--- src/rtl/visited_pkg.sv ---
// Shared FSM state type and default bitmap depth for the visited-vertex block.
package visited_pkg;

  localparam int DEPTH_DEFAULT = 1024;

  typedef enum logic {
    IDLE  = 1'b0,
    CLEAR = 1'b1
  } state_t;

endpackage

--- src/rtl/xilinx_single_port_ram_read_first.sv ---
// Single-port read-first block RAM; 2-cycle read with HIGH_PERFORMANCE output register, 1 with LOW_LATENCY.
// Accepts an access every cycle, no backpressure.
module xilinx_single_port_ram_read_first #(
  parameter int    RAM_WIDTH       = 1,
  parameter int    RAM_DEPTH       = 1024,
  parameter string RAM_PERFORMANCE = "HIGH_PERFORMANCE"
) (
  input  logic [$clog2(RAM_DEPTH)-1:0] addra,
  input  logic [RAM_WIDTH-1:0]         dina,
  input  logic                         clka,
  input  logic                         wea,
  input  logic                         ena,
  input  logic                         rsta,
  input  logic                         regcea,
  output logic [RAM_WIDTH-1:0]         douta
);

  logic [RAM_WIDTH-1:0] mem [RAM_DEPTH];
  logic [RAM_WIDTH-1:0] ram_data;

  // Read-first: the read returns the contents from before this cycle's write.
  always_ff @(posedge clka) begin
    if (ena) begin
      if (wea) mem[addra] <= dina;
      ram_data <= mem[addra];
    end
  end

  generate
    if (RAM_PERFORMANCE == "LOW_LATENCY") begin : g_no_out_reg
      assign douta = ram_data;
    end else begin : g_out_reg
      logic [RAM_WIDTH-1:0] douta_reg;
      always_ff @(posedge clka) begin
        if (rsta) douta_reg <= '0;
        else if (regcea) douta_reg <= ram_data;
      end
      assign douta = douta_reg;
    end
  endgenerate

endmodule

--- src/rtl/visited_tas.sv ---
// Visited-vertex bitmap with atomic test-and-set; result 2 cycles after accept, in order.
// v_ready_out low during the DEPTH-cycle clear sweep; results cannot be stalled.
module visited_tas
  import visited_pkg::*;
#(
  parameter int PROC_BITS = 0,
  parameter int DEPTH     = DEPTH_DEFAULT
) (
  input  logic                      clk_in,
  input  logic                      rst_in,
  input  logic [32+PROC_BITS-1:0]   v_addr_in,
  input  logic                      v_addr_valid_in,
  input  logic                      v_mark_in,
  output logic                      v_ready_out,
  input  logic                      clear_in,
  output logic                      visited_out,
  output logic                      valid_v_out,
  output logic                      range_err_out,
  output logic                      clear_busy_out,
  output logic [$clog2(DEPTH):0]    count_out
);

  localparam int                ADDR_W     = $clog2(DEPTH);
  localparam int                VA_W       = 32 + PROC_BITS;
  localparam logic [ADDR_W-1:0] SWEEP_LAST = ADDR_W'(DEPTH - 1);
  localparam logic [ADDR_W:0]   CNT_MAX    = (ADDR_W + 1)'(DEPTH);

  state_t            state_q, state_d;
  logic [ADDR_W-1:0] sweep_q, sweep_d;
  logic              accept;
  logic              in_range;
  logic [ADDR_W-1:0] ram_addr;
  logic              ram_we;
  logic              ram_din;
  logic              ram_dout;
  logic              s1_vld, s1_mark, s1_err;
  logic              s2_vld, s2_mark, s2_err;
  logic [ADDR_W:0]   count_q;

  // Any bit at or above ADDR_W (including processor tag bits) is out of range.
  assign in_range = (v_addr_in[VA_W-1:ADDR_W] == '0);
  assign accept   = v_addr_valid_in && v_ready_out;

  always_comb begin
    state_d        = state_q;
    sweep_d        = sweep_q;
    v_ready_out    = 1'b0;
    clear_busy_out = 1'b0;
    ram_addr       = v_addr_in[ADDR_W-1:0];
    ram_we         = 1'b0;
    ram_din        = 1'b1;
    case (state_q)
      IDLE: begin
        v_ready_out = 1'b1;
        ram_we      = v_addr_valid_in && v_mark_in && in_range;
        if (clear_in) begin
          state_d = CLEAR;
          sweep_d = '0;
        end
      end
      CLEAR: begin
        clear_busy_out = 1'b1;
        ram_addr       = sweep_q;
        ram_we         = 1'b1;
        ram_din        = 1'b0;
        sweep_d        = sweep_q + 1'b1;
        if (sweep_q == SWEEP_LAST) state_d = IDLE;
      end
      default: state_d = CLEAR;
    endcase
  end

  always_ff @(posedge clk_in) begin
    if (rst_in) begin
      state_q <= CLEAR;
      sweep_q <= '0;
      s1_vld  <= 1'b0;
      s1_mark <= 1'b0;
      s1_err  <= 1'b0;
      s2_vld  <= 1'b0;
      s2_mark <= 1'b0;
      s2_err  <= 1'b0;
      count_q <= '0;
    end else begin
      state_q <= state_d;
      sweep_q <= sweep_d;
      s1_vld  <= accept;
      s1_mark <= v_mark_in;
      s1_err  <= !in_range;
      s2_vld  <= s1_vld;
      s2_mark <= s1_mark;
      s2_err  <= s1_err;
      // Results landing during a sweep are not counted; the sweep ends with zero.
      if (state_q == CLEAR)
        count_q <= '0;
      else if (s2_vld && s2_mark && !s2_err && !ram_dout && (count_q != CNT_MAX))
        count_q <= count_q + 1'b1;
    end
  end

  xilinx_single_port_ram_read_first #(
    .RAM_WIDTH       (1),
    .RAM_DEPTH       (DEPTH),
    .RAM_PERFORMANCE ("HIGH_PERFORMANCE")
  ) u_bitmap (
    .addra  (ram_addr),
    .dina   (ram_din),
    .clka   (clk_in),
    .wea    (ram_we),
    .ena    (1'b1),
    .rsta   (rst_in),
    .regcea (1'b1),
    .douta  (ram_dout)
  );

  assign valid_v_out   = s2_vld;
  assign visited_out   = s2_vld && (s2_err || ram_dout);
  assign range_err_out = s2_vld && s2_err;
  assign count_out     = count_q;

endmodule

--- config.mk ---
export PLATFORM = sky130hd
export DESIGN_NAME = visited_tas
export DESIGN_NICKNAME = d
export VERILOG_FILES = /design/src/rtl/visited_pkg.sv /design/src/rtl/xilinx_single_port_ram_read_first.sv /design/src/rtl/visited_tas.sv
export SDC_FILE = /design/constraint.sdc
export NUM_CORES = 2
export LEC_CHECK = 0
export BUFFER_PORTS_ARGS = -buffer_cell sky130_fd_sc_hd__buf_2
export CAP_MARGIN = 40
export CORE_ASPECT_RATIO = 0.8
export CORE_MARGIN = 8
export CORE_UTILIZATION = 40
export DETAILED_ROUTE_END_ITERATION = 6
export HOLD_SLACK_MARGIN = 0.1
export SETUP_SLACK_MARGIN = 0.05
export SLEW_MARGIN = 20
export SYNTH_ARGS = -nofsm -noshare
export SYNTH_HDL_FRONTEND = slang
export SYNTH_SLANG_ARGS = --single-unit
--- constraint.sdc ---
create_clock -name clk_in -period 8.75 [get_ports clk_in]
set_clock_uncertainty 0.1 [all_clocks]
set_input_delay 1.3125 -clock clk_in [delete_from_list [all_inputs] [get_ports clk_in]]
set_output_delay 1.3125 -clock clk_in [all_outputs]
set_load 0.01 [all_outputs]
# == Yosys cells after proc, flatten, opt, wreduce, memory -nomap -nowiden ==
# Memories as Yosys holds them, arrays and structs flattened. A register that Yosys moved wholly into a read port is not among the register bits.
# Index checks and enable logic that the tools add are counted.
# word_totals
ff_bits,29
ramBits,1024
in_bits,37
output_inout_bits,16
word_cells,43
memories,1
# memory_table
memory,depth,word_bits,rd,rd_ports_with_merged_regs,write_ports,line,source
u_bitmap.mem,1024,1,1,1,1,xilinx_single_port_ram_read_first.sv:18,logic [RAM_WIDTH-1:0] mem [RAM_DEPTH];
# op_classes
addsub,2
n_eq_ne,3
muxes,11
n_bitwise,1
n_reduce_logical,15
# op_table
op,count
$logic_not 22->1,1
$mux 10,2
$pmux 10 s2,1
$add 11x1->11 const B,1
$ne 11x11->1 const B,1
$add 10x1->10 const B,1
$eq 10x10->1 const B,1
$logic_and 1x1->1,9
$mux 1,6
$pmux 1 s2,2
$logic_not 1->1,3
$ne 2x2->1 const B,1
$reduce_or 2->1,1
$logic_or 1x1->1,1
$not 1->1,1

# == Longest topological paths before layout ==
# logic_depth
ltp_word,5
mapped_depth,11
depth_no_buf,8

# == Hierarchy ==
# From an unflattened synthesis, not the netlist that was laid out.
# hier_totals
hier_cells,3431
area_unflattened_um2,45748.9
# modules_own_cells
mod,n_inst,cells_each,area_per_inst_um2,seq_area_each_um2
xilinx_single_port_ram_read_first,1,3269,44328.8,30799.5
visited_tas,1,162,1420.1,560.5

# == Worst setup path before layout ==
# OpenSTA, ideal clock, no wires.
# synth_path
path_kind,reg2reg
startpoint,reg state_q
endpoint,mem u_bitmap.mem[441] (enable)
setup_ns,0.254
t_arrival_ns,8.843
required_time_ns,8.396
setup_slack_ns,-0.447
stages_incl_launch_ff,9
n_path_buf,4
period_less_slack_ns,9.197
path_cell_list,dfxtp_1 > buf_2 > inv_2 > nand2_1 > buf_2 > nand3_1 > clkbuf_1 > buf_1 > nor2_1
# synth_between
elab_chain_len,4
word_cells_on_any_way,5
cone_classes,4 x mux; 1 x bitwise
# synth_rtl
element,line,source
start: declaration,visited_tas.sv:28,"state_t state_q, state_d;"
start signal: assignment,visited_tas.sv:85,state_q <= state_d;
$not 1->1,-,
$pmux 1 s2,visited_tas.sv:52,case (state_q)
$mux 1,xilinx_single_port_ram_read_first.sv:24,if (wea) mem[addra] <= dina;
$mux 1 (implied by the code),xilinx_single_port_ram_read_first.sv:24,
end: declaration,xilinx_single_port_ram_read_first.sv:18,
# Parallel ways exist; a longest one is shown, timed or not.

# == Worst setup path after layout ==
# layout_path
startpoint,reg state_q
endpoint,"reg u_bitmap.ram_data, read port of u_bitmap.mem"
# layout_between
elab_chain_len,1
# layout_rtl
element,line,source
$mux 10,visited_tas.sv:52,
end: declaration,xilinx_single_port_ram_read_first.sv:19,logic [RAM_WIDTH-1:0] ram_data;
# No other way between the ends.
# A chain may end at the register's enable or synchronous reset.

==> metrics.txt <==
ranking of synthesized cells by area edfxtp_1 67%, mux2i_1 11%, nor2_1 8.8%; Total Wirelength ~130,000 microns; worst vdd ir ~0.15 mV; clock sinks 1,054; sequential share of the synthesized area just under 70%; DRC violations left 0; Synth area leader edfxtp_1; Fillers 10,360; Cells after DPL 4,949; Netlist Area Pre-Place around 46,000 sq um; synth unique cells between 40 and 50; Routed Antenna Nets 0; warnings from Yosys 0; number of synthesized flops with an enable pin between 1,000 and 1,500; Die Ht ~320 microns; CP max FO 85; Clock transition at path regs 60 ps; Ports between 50 and 60; Reg power frac between 50% and 60%; dominant register cell in the synthesized netlist edfxtp_1; TritonCTS Buffers between 100 and 150; Initial DRT Pass Iterations 5; Final Max Slew Viols 0; fin cells approximately 5,000; total of max-cap violations 0; P_sw between 2 and 2.5 mW; Power Dens Cells about 210 nW/um^2; CP required between 9000 and 10,000 ps; combinational group share of total power 5.1%; DP HPWL about 70,000 microns; Vias around 29,000; Post-layout nets about 3,600; num rows 111; Leak 14.95 nW; DIE AREA roughly 130,000 sq um; Worst EP arrival 5240 ps; post-CTS setup buffers 0; DRT iter0 DRCs roughly 3,500; share of cells above drive strength 1 10.96%; CP endpoint kind flop; outcome complete, no violations; actual slew at the worst max-slew pin 1219 ps; clock tree root buffer cell clkbuf_16; IO Port Bufs 52; CTS tree yes; vias in the first global route 28,010; Yosys reg bits approximately 1,100; cts hold-fix bufs 0; worst skew pair latency ~680 ps; first-pass GRT wire length around 190,000 microns; die extent in x just under 400 microns; RSZ-0062 raised after global routing no; Largest Register u_bitmap.mem; most frequent cells in the layout 1,064 x nor2_1, 1,024 x edfxtp_1, 518 x mux2i_1; Final Util between 40% and 50%; setup TNS 0 ps; Total GRT Usage between 10% and 20%; H-tree levels 3; max FFs per register ~1,000; Mean Syn Cell Area about 13 sq um; Starting Density 40.06%; GP Congestion about 0.78; # diodes 0; switch share a little over a fifth; routed len/inst about 25 microns; Worst Hold Slack between 300 and 400 ps; internal power roughly 8.3 mW; fmax approximately 0.21 GHz; syn_nets around 3,600; Mapped Cells ~3,600; Final Hold Fails 0; # resized after CTS 0; Final Setup Violations 0; Final Critical Period about 4800 ps; clock buffer depth 3; gr ovfl total 0; clock power share between 40% and 50%; most common cell after layout, fill and taps aside nor2_1; CP startpoint kind flop; asr flop ratio synth 0%; CP Class flop to flop; largest net degree at the start of global routing around 300; post-DR vias/cell approximately 5.7; initial antenna violation count 1; total power draw ~11 mW; Area Growth Syn to Fin 12.79%; Hold Path Class flop to flop; crit share post-route between 50% and 60%; Slew headroom roughly a fifth; Yosys top cell area share between 60% and 70%; core box area 113,900 sq um
metrics by stage:
step / instance area, sq um / setup slack [ps]
floorplan: 45630 / 2443
global placement: 47570 / 3290
detailed placement: 47950 / 3482
CTS: 51400 / 4029
global route: 51460 / 3859
finish: 51460 / 3975
logic make-up after synthesis:
group,synth area share [%]
AOI/OAI and AO/OA,4.922
adders and majority gates,0.08227
muxes,11.47
DFF,68.71
xor gates and xnor gates,0.1344
and+or+nand+nor,11.70
buffers and inverters,2.986
cell usage after synthesis (7+ instances only):
cell type and count:
mux2i_1 518, nor3_1 8, nor3b_1 7, edfxtp_1 1024
nor2b_1 7, dfxtp_1 30, a21oi_1 37, clkbuf_1 153
nor4_1 70, nand2_1 84, buf_1 59, o22ai_1 258
buf_2 100, inv_1 8, o22ai_2 14, nor2_1 1064
a2111o_1 8, nand3_1 40, nand4_1 8
routing by layer:
| layer | share of wire [%] | GRT usage [%] | up-vias |
|---|---|---|---|
| met5 | 0 | 0 | - |
| met4 | 1.9 | 4.414 | 0 |
| met3 | 8.1 | 3.503 | 160 |
| met2 | 45 | 30.71 | 1177 |
| met1 | 45 | 28.50 | 14920 |
| li1 | - | - | 12910 |
path summary, 6_finish.rpt:
kind,to,slack [ps],cells after the start,from
max,u_bitmap.ram_data,3970,10,state_q
min reg2reg,valid_v_out,340,1,s1_vld
min,valid_v_out,340,1,s1_vld
max reg2reg,u_bitmap.ram_data,3970,10,state_q
power by group through the flow:
| stage | Clock, mW | Combinational [mW] | Sequential, mW |
|---|---|---|---|
| 2_1_floorplan | 0 | 0.366 | 5.56 |
| 3_3_place_gp | 0 | 0.530 | 5.57 |
| 3_5_place_dp | 0 | 0.536 | 5.57 |
| 4_1_cts | 4.65 | 0.538 | 5.46 |
| 6_report | 4.58 | 0.541 | 5.46 |
| 5_1_grt | 4.84 | 0.565 | 5.46 |
critical path, stage by stage (launching register included):
cell and delay [ps]:
dfxtp_2 600, buf_12 250, mux2_8 640, buf_12 540
mux2i_1 420, o22ai_1 170, nor4_1 730, a21oi_1 160
a2111o_1 540, a22oi_1 270, nand4_1 100
area by class of cell:
class	count	area, sq um	share of cell area (%)
Clock buffer	135	2895	5.626
Inverter	9	50.05	0.09725
Timing Repair Buffer	178	1454	2.825
Clock inverter	49	554.3	1.077
Multi-Input combinational cell	2188	13250	25.75
Tap cell	1525	1908	3.708
Sequential cell	1054	31350	60.92
Power figures use the tool's default switching activity.
